$ cat src/rtl/multi_averaging_decim_pkg.sv
// Shared definitions for the multi-channel averaging decimator: mode encoding
// and the default largest log2 decimation rate.
package multi_averaging_decim_pkg;

    localparam int LOG2_MAX_DEF = 8;

    typedef enum logic {
        MODE_AVG = 1'b0,
        MODE_SUM = 1'b1
    } mode_e;

endpackage

$ cat src/rtl/multi_averaging_decim_if.sv
// Sample stream into and decimated stream out of the decimator.
// The block uses the slave modport; the producer/consumer uses master.
interface multi_averaging_decim_if #(
    parameter int DATA_WIDTH = 16,
    parameter int NUM_CHAN   = 2
);
    logic                           strobe_in;
    logic [NUM_CHAN*DATA_WIDTH-1:0] data_in;
    logic                           strobe_out;
    logic [NUM_CHAN*DATA_WIDTH-1:0] data_out;

    modport master (output strobe_in, output data_in, input strobe_out, input data_out);
    modport slave  (input strobe_in, input data_in, output strobe_out, output data_out);
endinterface

$ cat src/rtl/averaging_decim_chan.sv
// One channel: accumulate, then round/shift (average) or saturate (sum) at the
// end of a block. Block sequencing comes from the shared control in the top.
module averaging_decim_chan
    import multi_averaging_decim_pkg::*;
#(
    parameter int DATA_WIDTH = 16,
    parameter int LOG2_MAX   = LOG2_MAX_DEF,
    parameter int RATE_WIDTH = 4
) (
    input  logic                         clock,
    input  logic                         reset,
    input  logic                         flush,
    input  logic                         accept,
    input  logic                         last,
    input  logic [RATE_WIDTH-1:0]        rate,
    input  mode_e                        mode,
    input  logic [DATA_WIDTH-1:0]        sample,
    output logic [DATA_WIDTH-1:0]        result,
    output logic                         clip
);
    localparam int ACC_W = DATA_WIDTH + LOG2_MAX;
    localparam int RND_W = ACC_W + 1;

    logic signed [ACC_W-1:0]        acc;
    logic signed [ACC_W-1:0]        sum;
    logic signed [RND_W-1:0]        sum_ext;
    logic signed [RND_W-1:0]        bias;
    logic signed [RND_W-1:0]        shifted;
    logic signed [RND_W-1:0]        sel;
    logic [RND_W-DATA_WIDTH:0]      hi;
    logic                           ovf;
    logic [DATA_WIDTH-1:0]          sat;

    assign sum     = acc + {{LOG2_MAX{sample[DATA_WIDTH-1]}}, sample};
    assign sum_ext = {sum[ACC_W-1], sum};
    assign bias    = (rate == '0) ? '0 : (RND_W'(1) << (rate - 1'b1));
    assign shifted = (sum_ext + bias) >>> rate;

    // Average results always fit, so one saturator serves both modes and
    // only flags a clip in sum mode.
    assign sel = (mode == MODE_SUM) ? sum_ext : shifted;
    assign hi  = sel[RND_W-1:DATA_WIDTH-1];
    assign ovf = ~((&hi) | ~(|hi));
    assign sat = ovf ? (sel[RND_W-1] ? {1'b1, {(DATA_WIDTH-1){1'b0}}}
                                     : {1'b0, {(DATA_WIDTH-1){1'b1}}})
                     : sel[DATA_WIDTH-1:0];

    assign clip = accept & last & (mode == MODE_SUM) & ovf;

    always_ff @(posedge clock or negedge reset) begin
        if (!reset) begin
            acc    <= '0;
            result <= '0;
        end else if (flush) begin
            acc <= '0;
        end else if (accept) begin
            if (last) begin
                acc    <= '0;
                result <= sat;
            end else begin
                acc <= sum;
            end
        end
    end
endmodule

$ cat src/rtl/multi_averaging_decim.sv
// Multi-channel block averager/decimator by 2^log2rate with shared sample
// counter, per-block rate/mode latching and a sticky saturation flag.
module multi_averaging_decim
    import multi_averaging_decim_pkg::*;
#(
    parameter int DATA_WIDTH = 16,
    parameter int NUM_CHAN   = 2,
    parameter int LOG2_MAX   = LOG2_MAX_DEF,
    parameter int RATE_WIDTH = 4
) (
    input  logic                  clock,
    input  logic                  reset,
    input  logic                  enable,
    input  logic [RATE_WIDTH-1:0] log2rate,
    input  logic                  mode,
    input  logic                  clear_sat,
    multi_averaging_decim_if.slave bus,
    output logic                  sat_flag
);
    logic [LOG2_MAX-1:0]                 count;
    logic [LOG2_MAX-1:0]                 last_cnt;
    logic [RATE_WIDTH-1:0]               rate_q;
    logic [RATE_WIDTH-1:0]               rate_clamp;
    logic [RATE_WIDTH-1:0]               rate_eff;
    mode_e                               mode_q;
    mode_e                               mode_eff;
    logic                                accept;
    logic                                first;
    logic                                last;
    logic                                strobe_q;
    logic [NUM_CHAN-1:0]                 clip;
    logic [NUM_CHAN-1:0][DATA_WIDTH-1:0] sample_vec;
    logic [NUM_CHAN-1:0][DATA_WIDTH-1:0] result_vec;

    assign accept     = enable & bus.strobe_in;
    assign first      = (count == '0);
    assign rate_clamp = (log2rate > RATE_WIDTH'(LOG2_MAX)) ? RATE_WIDTH'(LOG2_MAX) : log2rate;

    // The first sample of a block uses the live settings, later ones the latched copy.
    assign rate_eff = first ? rate_clamp : rate_q;
    assign mode_eff = first ? mode_e'(mode) : mode_q;
    assign last_cnt = ~({LOG2_MAX{1'b1}} << rate_eff);
    assign last     = (count == last_cnt);

    always_ff @(posedge clock or negedge reset) begin
        if (!reset) begin
            count    <= '0;
            rate_q   <= '0;
            mode_q   <= MODE_AVG;
            strobe_q <= 1'b0;
            sat_flag <= 1'b0;
        end else begin
            strobe_q <= accept & last;
            sat_flag <= (|clip) | (sat_flag & ~clear_sat);
            if (!enable) begin
                count <= '0;
            end else if (accept) begin
                if (first) begin
                    rate_q <= rate_clamp;
                    mode_q <= mode_eff;
                end
                count <= last ? '0 : count + LOG2_MAX'(1);
            end
        end
    end

    assign sample_vec     = bus.data_in;
    assign bus.data_out   = result_vec;
    assign bus.strobe_out = strobe_q;

    for (genvar k = 0; k < NUM_CHAN; k++) begin : g_chan
        averaging_decim_chan #(
            .DATA_WIDTH (DATA_WIDTH),
            .LOG2_MAX   (LOG2_MAX),
            .RATE_WIDTH (RATE_WIDTH)
        ) u_chan (
            .clock  (clock),
            .reset  (reset),
            .flush  (~enable),
            .accept (accept),
            .last   (last),
            .rate   (rate_eff),
            .mode   (mode_eff),
            .sample (sample_vec[k]),
            .result (result_vec[k]),
            .clip   (clip[k])
        );
    end
endmodule

$ cat src/flat_wrapper.sv
// flat-port wrapper written by rule: the top's interface ports become plain ports
module multi_averaging_decim_flat import multi_averaging_decim_pkg::*;
#(
    parameter int DATA_WIDTH = 16,
    parameter int NUM_CHAN   = 2,
    parameter int LOG2_MAX   = LOG2_MAX_DEF,
    parameter int RATE_WIDTH = 4
)
  (clock, reset, enable, log2rate, mode, clear_sat, sat_flag, bus_strobe_in, bus_data_in, bus_strobe_out, bus_data_out);
  multi_averaging_decim_if #(.DATA_WIDTH(DATA_WIDTH), .NUM_CHAN(NUM_CHAN)) bus_i ();
  input  logic clock;
  input  logic reset;
  input  logic enable;
  input  logic [RATE_WIDTH-1:0] log2rate;
  input  logic mode;
  input  logic clear_sat;
  output logic sat_flag;
  input wire logic [$bits(bus_i.strobe_in)-1:0] bus_strobe_in;
  input wire logic [$bits(bus_i.data_in)-1:0] bus_data_in;
  output wire logic [$bits(bus_i.strobe_out)-1:0] bus_strobe_out;
  output wire logic [$bits(bus_i.data_out)-1:0] bus_data_out;
  assign bus_i.strobe_in = bus_strobe_in;
  assign bus_i.data_in = bus_data_in;
  assign bus_strobe_out = bus_i.strobe_out;
  assign bus_data_out = bus_i.data_out;
  multi_averaging_decim #(.DATA_WIDTH(DATA_WIDTH), .NUM_CHAN(NUM_CHAN), .LOG2_MAX(LOG2_MAX), .RATE_WIDTH(RATE_WIDTH)) u_core (.clock(clock), .reset(reset), .enable(enable), .log2rate(log2rate), .mode(mode), .clear_sat(clear_sat), .bus(bus_i), .sat_flag(sat_flag));
endmodule
$ cat config.mk
export PLATFORM = sky130hd
export DESIGN_NAME = multi_averaging_decim_flat
export DESIGN_NICKNAME = d
export VERILOG_FILES = /design/src/rtl/multi_averaging_decim_pkg.sv /design/src/rtl/multi_averaging_decim_if.sv /design/src/rtl/averaging_decim_chan.sv /design/src/rtl/multi_averaging_decim.sv /design/src/flat_wrapper.sv
export SDC_FILE = /design/constraint.sdc
export NUM_CORES = 1
export LEC_CHECK = 0
export BUFFER_PORTS_ARGS = -buffer_cell sky130_fd_sc_hd__buf_4
export CAP_MARGIN = 20
export CORE_MARGIN = 2
export CORE_UTILIZATION = 65
export CTS_BUF_LIST = sky130_fd_sc_hd__clkbuf_8
export CTS_CLUSTER_SIZE = 20
export DETAILED_ROUTE_END_ITERATION = 16
export HOLD_SLACK_MARGIN = 0.1
export MAX_ROUTING_LAYER = met4
export PLACE_DENSITY = 0.84
export SLEW_MARGIN = 30
export SYNTH_ARGS = -nofsm -noshare
export SYNTH_HDL_FRONTEND = slang
export SYNTH_HIERARCHICAL = 1
export SYNTH_SLANG_ARGS = --single-unit
$ cat constraint.sdc
create_clock -name clock -period 7.99 [get_ports clock]
set_input_delay 0.799 -clock clock [delete_from_list [all_inputs] [get_ports clock]]
set_output_delay 0.799 -clock clock [all_outputs]
set_load 0.01 [all_outputs]
## Word level (Yosys, flattened, before mapping)

Index checks and enable logic that the tools add are counted.

- $add $sub $neg: 6
- Magnitude comparators: 1
- Equal/unequal tests: 2
- Shifts and indexed selects: 4
- Multiplexer cells: 19
- Bitwise logic cells: 15
- Reductions and logical operators: 10

Operators by type and width:

| operator | number |
|---|---|
| $mux 24 | 6 |
| $mux 25 | 3 |
| $mux 16 | 4 |
| $add 24x25->25 | 2 |
| $sshr 25x4->25 | 2 |
| $add 24x24->24 | 2 |
| $shl 1x4->25 const A | 1 |
| $mux 8 | 3 |
| $reduce_and 10->1 | 2 |
| $reduce_or 10->1 | 2 |
| $add 8x1->8 const B | 1 |
| $eq 8x8->1 | 1 |
| $logic_not 8->1 | 1 |
| $mux 4 | 2 |
| $not 8->8 | 1 |
| $shl 8x4->8 const A | 1 |
| $and 1x1->1 | 6 |
| $reduce_and 3->1 | 2 |
| $not 1->1 | 5 |
| $gt 4x4->1 const B | 1 |
| $logic_not 4->1 | 1 |
| $sub 4x1->4 const B | 1 |
| $or 1x1->1 | 3 |
| $ne 2x1->1 const B | 1 |
| 3 further kinds | 3 |

- Bits in registers: 95
- Output and inout port bits: 34

## Longest topological paths before layout

- Depth in word-level cells: 16
- Mapped depth: 35
- Depth with buffers taken out: 30

## By module

The synthesis kept the hierarchy.

By module, submodules not included:

| module | instances | cells an instance | area an instance (um^2) |
|---|---|---|---|
| averaging_decim_chan (u_core.g_chan[1].u_chan) | 1 | 856 | 6372.4 |
| averaging_decim_chan (u_core.g_chan[0].u_chan) | 1 | 787 | 6035.8 |
| multi_averaging_decim | 1 | 139 | 1194.9 |

## Least setup slack after synthesis

OpenSTA, ideal clock, no wires.

- Path kind: register to register
- Start point: reg u_core.count[0]
- End point: reg u_core.sat_flag
- Arrival time: 6870 ps
- Data required time: 7864 ps
- Path slack: 993 ps
- Cell stages (with the launch flop): 32
- Period minus slack after synthesis: 6997 ps
- Path through: dfrtp_1 clkbuf_1 inv_1 ha_1 nor4b_4 nand2_1 buf_2 o21ai_0 clkbuf_1 clkbuf_1 buf_1 clkbuf_1 nor3_1 ha_1 o21ai_0 o21bai_1 a21o_1 maj3_1 a31oi_1 or4_4 a211o_1 a21boi_2 xor2_1 mux4_2 mux2i_1 o31a_1 or3_4 nor3_1 or2_2 nor3_1 nor2_1 o21ai_0

- Word-level cells in the longest chain between the ends: 15
- Elaborated cells between the ends (all ways): 32

RTL lines:

| element | line | source |
|---|---|---|
| from (decl) | multi_averaging_decim.sv:20 | `logic [LOG2_MAX-1:0] count;` |
| from (signal assigned) | multi_averaging_decim.sv:62 | `count <= last ? '0 : count + LOG2_MAX'(1);` |
| $logic_not 8->1 (*) | multi_averaging_decim.sv:36 | `assign first = (count == '0);` |
| $mux 4 (*) | - |  |
| via u_core.rate_eff[1] | multi_averaging_decim.sv:24 | `logic [RATE_WIDTH-1:0] rate_eff;` |
| $sub 4x1->4 | averaging_decim_chan.sv:36 | `assign bias = (rate == '0) ? '0 : (RND_W'(1) << (rate - 1'b1));` |
| $shl 1x4->25 | averaging_decim_chan.sv:36 |  |
| $mux 25 | averaging_decim_chan.sv:36 |  |
| $add 24x25->25 | averaging_decim_chan.sv:37 | `assign shifted = (sum_ext + bias) >>> rate;` |
| $sshr 25x4->25 | averaging_decim_chan.sv:37 |  |
| $mux 25 | averaging_decim_chan.sv:41 | `assign sel = (mode == MODE_SUM) ? sum_ext : shifted;` |
| $reduce_or 10->1 | averaging_decim_chan.sv:43 | `assign ovf = ~((&hi) \| ~(\|hi));` |
| $not 1->1 | averaging_decim_chan.sv:43 |  |
| $or 1x1->1 | averaging_decim_chan.sv:43 |  |
| $not 1->1 | averaging_decim_chan.sv:43 |  |
| $and 1x1->1 (*) | averaging_decim_chan.sv:48 | `assign clip = accept & last & (mode == MODE_SUM) & ovf;` |
| via u_core.clip[0] | multi_averaging_decim.sv:31 | `logic [NUM_CHAN-1:0] clip;` |
| $reduce_or 2->1 (*) | multi_averaging_decim.sv:54 | `sat_flag <= (\|clip) \| (sat_flag & ~clear_sat);` |
| $or 1x1->1 (*) | multi_averaging_decim.sv:54 |  |
| to (signal assigned) | multi_averaging_decim.sv:54 |  |
| to (decl) | multi_averaging_decim.sv:18 | `output logic sat_flag` |

The timed path passes the listed nets; every way through them passes the cells marked *.
A chain may end at the register's enable or synchronous reset.

## Worst setup path after layout

- Start point: reg u_core.count[0]
- End point: reg u_core.g_chan[1].u_chan.result[9]

- Word-level cells in the longest chain between the ends: 12
- Elaborated cells between the ends (all ways): 20

RTL lines:

| element | line | source |
|---|---|---|
| $logic_not 8->1 (*) | multi_averaging_decim.sv:36 |  |
| $mux 4 (*) | - |  |
| via u_core.rate_eff[0] | multi_averaging_decim.sv:24 |  |
| $sub 4x1->4 | averaging_decim_chan.sv:36 |  |
| $shl 1x4->25 | averaging_decim_chan.sv:36 |  |
| $mux 25 | averaging_decim_chan.sv:36 |  |
| $add 24x25->25 | averaging_decim_chan.sv:37 |  |
| $sshr 25x4->25 | averaging_decim_chan.sv:37 |  |
| $mux 25 | averaging_decim_chan.sv:41 |  |
| $reduce_or 10->1 | averaging_decim_chan.sv:43 |  |
| $not 1->1 | averaging_decim_chan.sv:43 |  |
| $or 1x1->1 | averaging_decim_chan.sv:43 |  |
| $mux 16 | averaging_decim_chan.sv:44 | `assign sat = ovf ? (sel[RND_W-1] ? {1'b1, {(DATA_WIDTH-1){1'b0}}}` |
| to (signal assigned) | averaging_decim_chan.sv:59 | `result <= sat;` |
| to (decl) | averaging_decim_chan.sv:18 | `output logic [DATA_WIDTH-1:0] result,` |

Marks and branches as above.

==> reports/summary.md <==
In the final routed layout, each cell accounts on average for 21.61 µm. The slowest stage cell on the critical path was dfrtp_1. The synthesized-area fraction occupied by and/or/nand/nor cells came out at 0.2248.

The worst setup path is launched from a register. Entering global routing, the biggest net connects 72 pins. Leaving out fill and tap cells, the most frequent cell in the layout is nand2_1. The final instance area is 14630 µm², and the maximum operating frequency is 135.0 MHz. The capture point of the worst reg-to-reg path is u_core/g_chan[1].u_chan/result[9]. Clock-pin slew was measured on the worst setup and hold paths at 100 ps. The clock tree root buffer cell was clkbuf_8. The share of total power in sequential cells is 0.199, and the total count of max-transition violations in the final report is 0. The number of clock buffers inserted by TritonCTS was 9. Buffers inserted to repair hold after CTS numbered 0. After synthesis, the largest family of logic cells by area is compound AO/OA/AOI/OAI gates. The path class of the tightest hold or removal check is in -> async. The longest clock path from root to sink contains 2 buffers.

The initial cell density of the core came out at 0.6680. The die is 148.7 µm tall. The die covers 22100 µm².

For this block, wires on met1 add up to 17040 µm. Across all layers, the routed design uses 14.88k vias. Data on the critical path is required at its endpoint by 8270 ps. Setup repair after global routing left no endpoint under its margin.

The global placement routability congestion was 1.010; the wire length of the first global-routing pass was 70710 µm. Data arrival time of the critical path: 7690 ps. The compound-cell area share of the yosys netlist is 0.3648, and the net switching share of the total power is 0.5106. The combined global-route utilization of all metal layers came out at 0.4064.

The async set or reset register ratio after synthesis is 1.000, and the pin slew with the least headroom to its limit is 956.3 ps. Reported leakage power: 6.261 nW. On the worst path, the slowest cell contributes a delay of 500 ps.

The combinational group share of total power was 0.676. The critical register-to-register path startpoint is u_core/count[0]. Along the worst path, the maximum fanout reaches 21. In this run the post-CTS setup repair buffer count came out at 0. STA classifies the critical path endpoint as a register. The critical path class is reg -> reg. The tree built by TritonCTS fans out to 95 sinks. For this run, the number of Yosys warnings is 6.

The count of input and output buffers was 75. The total number of nets in the final design was 1921; the detailed-route wire length was 44920 µm. The number of synthesized flops with an enable pin came out at 0.

The run gives 2063 as the placed cell count. The flow ran to the end, and the final reports show no timing, DRC or antenna violations. For this design the top-level I/O count stands at 76. Power comes to 2.769 mW.

After global routing the overflow that remains totals 0. Once placement finished, the instance area stood at 14400 µm². The logs give 13600 µm² for the netlist area before placement and 390 ps for the clock latency on the worst-skew pair. The total nets after synthesis was 1898; the count of different cell masters after synthesis was 113. The setup slack on the worst flop-to-flop path was 580 ps; the fraction of layout cells with a size suffix above 1 was 0.1360.

In the synthesized netlist the dominant register cell turns out to be dfrtp_1. The power per unit of standard cell area is 189.3 nW/µm², and the ratio of final minimum period to clock period is 0.9271. The xor and xnor area share after synthesis is 0.06475, and the first-pass iteration count of the detailed router is 8. For this run, design rule violations remaining after detail routing come to 0. The number of setup violations in the final report was 0. The run gives 0.3579 as the headroom to the max-slew limit.

The multiplexer area fraction after synthesis was 0.05261; the initial detailed-routing violation count was 1731. The post-DP HPWL is 33980 µm. Among cell families on the critical path, the largest total delay comes from compound AO/OA/AOI/OAI gates.

The area growth from synthesis to layout is 7.533%. For this run, the number of standard cells in the final layout without fillers is 2079. The register area share after synthesis was 0.1748; the area of the multi-input gates was 10650 µm². The count of maximum capacitance violations was 0; the final critical delay including setup and external delays was 7408 ps. The core area is 20360 µm², and the worst path buffer plus inverter count is 4. Detailed routing placed a total of 21340 µm of wire on met2. The number of fill cells in the layout is 1687. The worst-case IR drop observed on VDD is 0.1059 mV. For the final routed database, the setup TNS stands at 0 ps. Maximum level of the CTS H-tree: 3. Hold timing on the final database bottoms out at a slack of 307.5 ps. Cell internal power was estimated by the tool at 1.355 mW.

Signal routing reaches up to met4. The adder and majority gate portion of the synthesized area was 0.07174; the flip-flop and latch area was 2377 µm². The wire length on met3 is 3231 µm, and the number of global-route vias before repair is 13.84k.

The path depth of the worst reg2reg path came out at 28. In the layout the commonest cells are 201 x nand2_1, 160 x nor2_1, 121 x a21oi_1, 118 x buf_4, 102 x o21ai_0. In the routed layout, each cell is associated on average with a via count of 7.158. The tools report the switching power total as 1.414 mW. The number of antenna violations at the first check in global routing was 0; the cell row count was 52. The number of register bits inferred by synthesis was 95. In this run the remaining antenna-violating nets after routing total 0. The tools report the worst-case clock skew as 12.87 ps.

The average size of a mapped cell works out to 7.634 µm². The part of the total power dissipated in the clock network was 0.126; the diode insertion count for antenna repair was 0. TritonCTS built the clock tree.

The total count of hold-check failures in the final report was 0; the number of cells produced by synthesis was 1782. The chip width came out at 148.7 µm. Post-CTS repair changed the size of 0 cells.
[synthesized netlist by cell type (all sizes together) (13+ instances only)]
cell type / count / area share
a31oi: 22 / 0.010
o31ai: 23 / 0.015
nand4: 22 / 0.010
a211oi: 56 / 0.032
or3: 19 / 0.0098
clkbuf: 83 / 0.023
nor3: 45 / 0.017
a22o: 33 / 0.021
a21oi: 127 / 0.049
a211o: 14 / 0.0090
dfrtp: 95 / 0.17
or2: 14 / 0.0064
ha: 70 / 0.064
o211ai: 51 / 0.032
xnor2: 67 / 0.044
and3: 13 / 0.0063
nand3: 44 / 0.017
a21boi: 13 / 0.0086
buf: 26 / 0.012
inv: 36 / 0.0099
o211a: 15 / 0.011
and2: 33 / 0.015
mux2i: 49 / 0.036
xor2: 25 / 0.016
a21o: 31 / 0.017
nor4: 16 / 0.010
nand2: 203 / 0.056
nor2: 164 / 0.046
o21ai: 123 / 0.046
nand2b: 25 / 0.011
[cell families after synthesis]
logic type | after synthesis
AO/OA/AOI/OAI | 671
XOR/XNOR | 95
adder cells (fa/ha/maj) | 76
buffers and inverters | 148
flip-flops | 95
multiplexers | 65
other | 2
AND/OR/NAND/NOR | 630
[routing by layer]
| metal | GRT usage | vias to the layer above |
|---|---|---|
| met3 | 0.04356 | 236 |
| met5 | - | - |
| met4 | 0.2733 | 0 |
| li1 | - | 6843 |
| met2 | 0.6722 | 833 |
| met1 | 0.4666 | 6970 |
[through the flow]
| stage | utilization | setup slack (ps) |
|---|---|---|
| after floorplan | - | 993.2 |
| after global placement | 0.7066 | 587.1 |
| after detailed placement | 0.7072 | 483.7 |
| after CTS | 0.7172 | 430.9 |
| after global routing | 0.7183 | 27.85 |
| final | 0.7183 | 582.3 |
[power by group through the flow]
stage	combinational, mW	clock [mW]	sequential (mW)
2_1_floorplan	1.32	0	0.551
3_3_place_gp	1.78	0	0.556
3_5_place_dp	1.80	0	0.558
4_1_cts	1.81	0.355	0.549
5_1_grt	2.00	0.374	0.555
6_report	1.87	0.348	0.550
[worst max path at each step]
stage | from | to | slack, ps | cells after the start
6_report | u_core/count[0] | u_core/g_chan[1].u_chan/result[9] | 580 | 28
5_1_grt | u_core/count[0] | u_core/g_chan[1].u_chan/result[2] | 30 | 27
4_1_cts | u_core/count[0] | u_core/sat_flag | 430 | 29
3_5_place_dp | u_core/count[0] | u_core/sat_flag | 480 | 29
3_3_place_gp | u_core/count[0] | u_core/sat_flag | 590 | 29
2_1_floorplan | u_core/count[0] | u_core/sat_flag | 990 | 31
[registers in the layout (all words and copies together), names as in the netlist]
signal / count
u_core/g_chan.u_chan/acc: 48
u_core/g_chan.u_chan/result: 32
u_core/count: 8
u_core/rate_q: 4
u_core/bus.strobe_out: 1
u_core/mode_q: 1
u_core/sat_flag: 1
[cell type report]
type                       instances  share of cell area
tap                              270             0.02309
timing repair buffer             120             0.06210
sequential                        95              0.1625
clock inverter                     5            0.004533
multi-input combinational       1540              0.7283
clock buffer                      10            0.009409
inverter                          39             0.01001
Power figures use the tool's default switching activity.
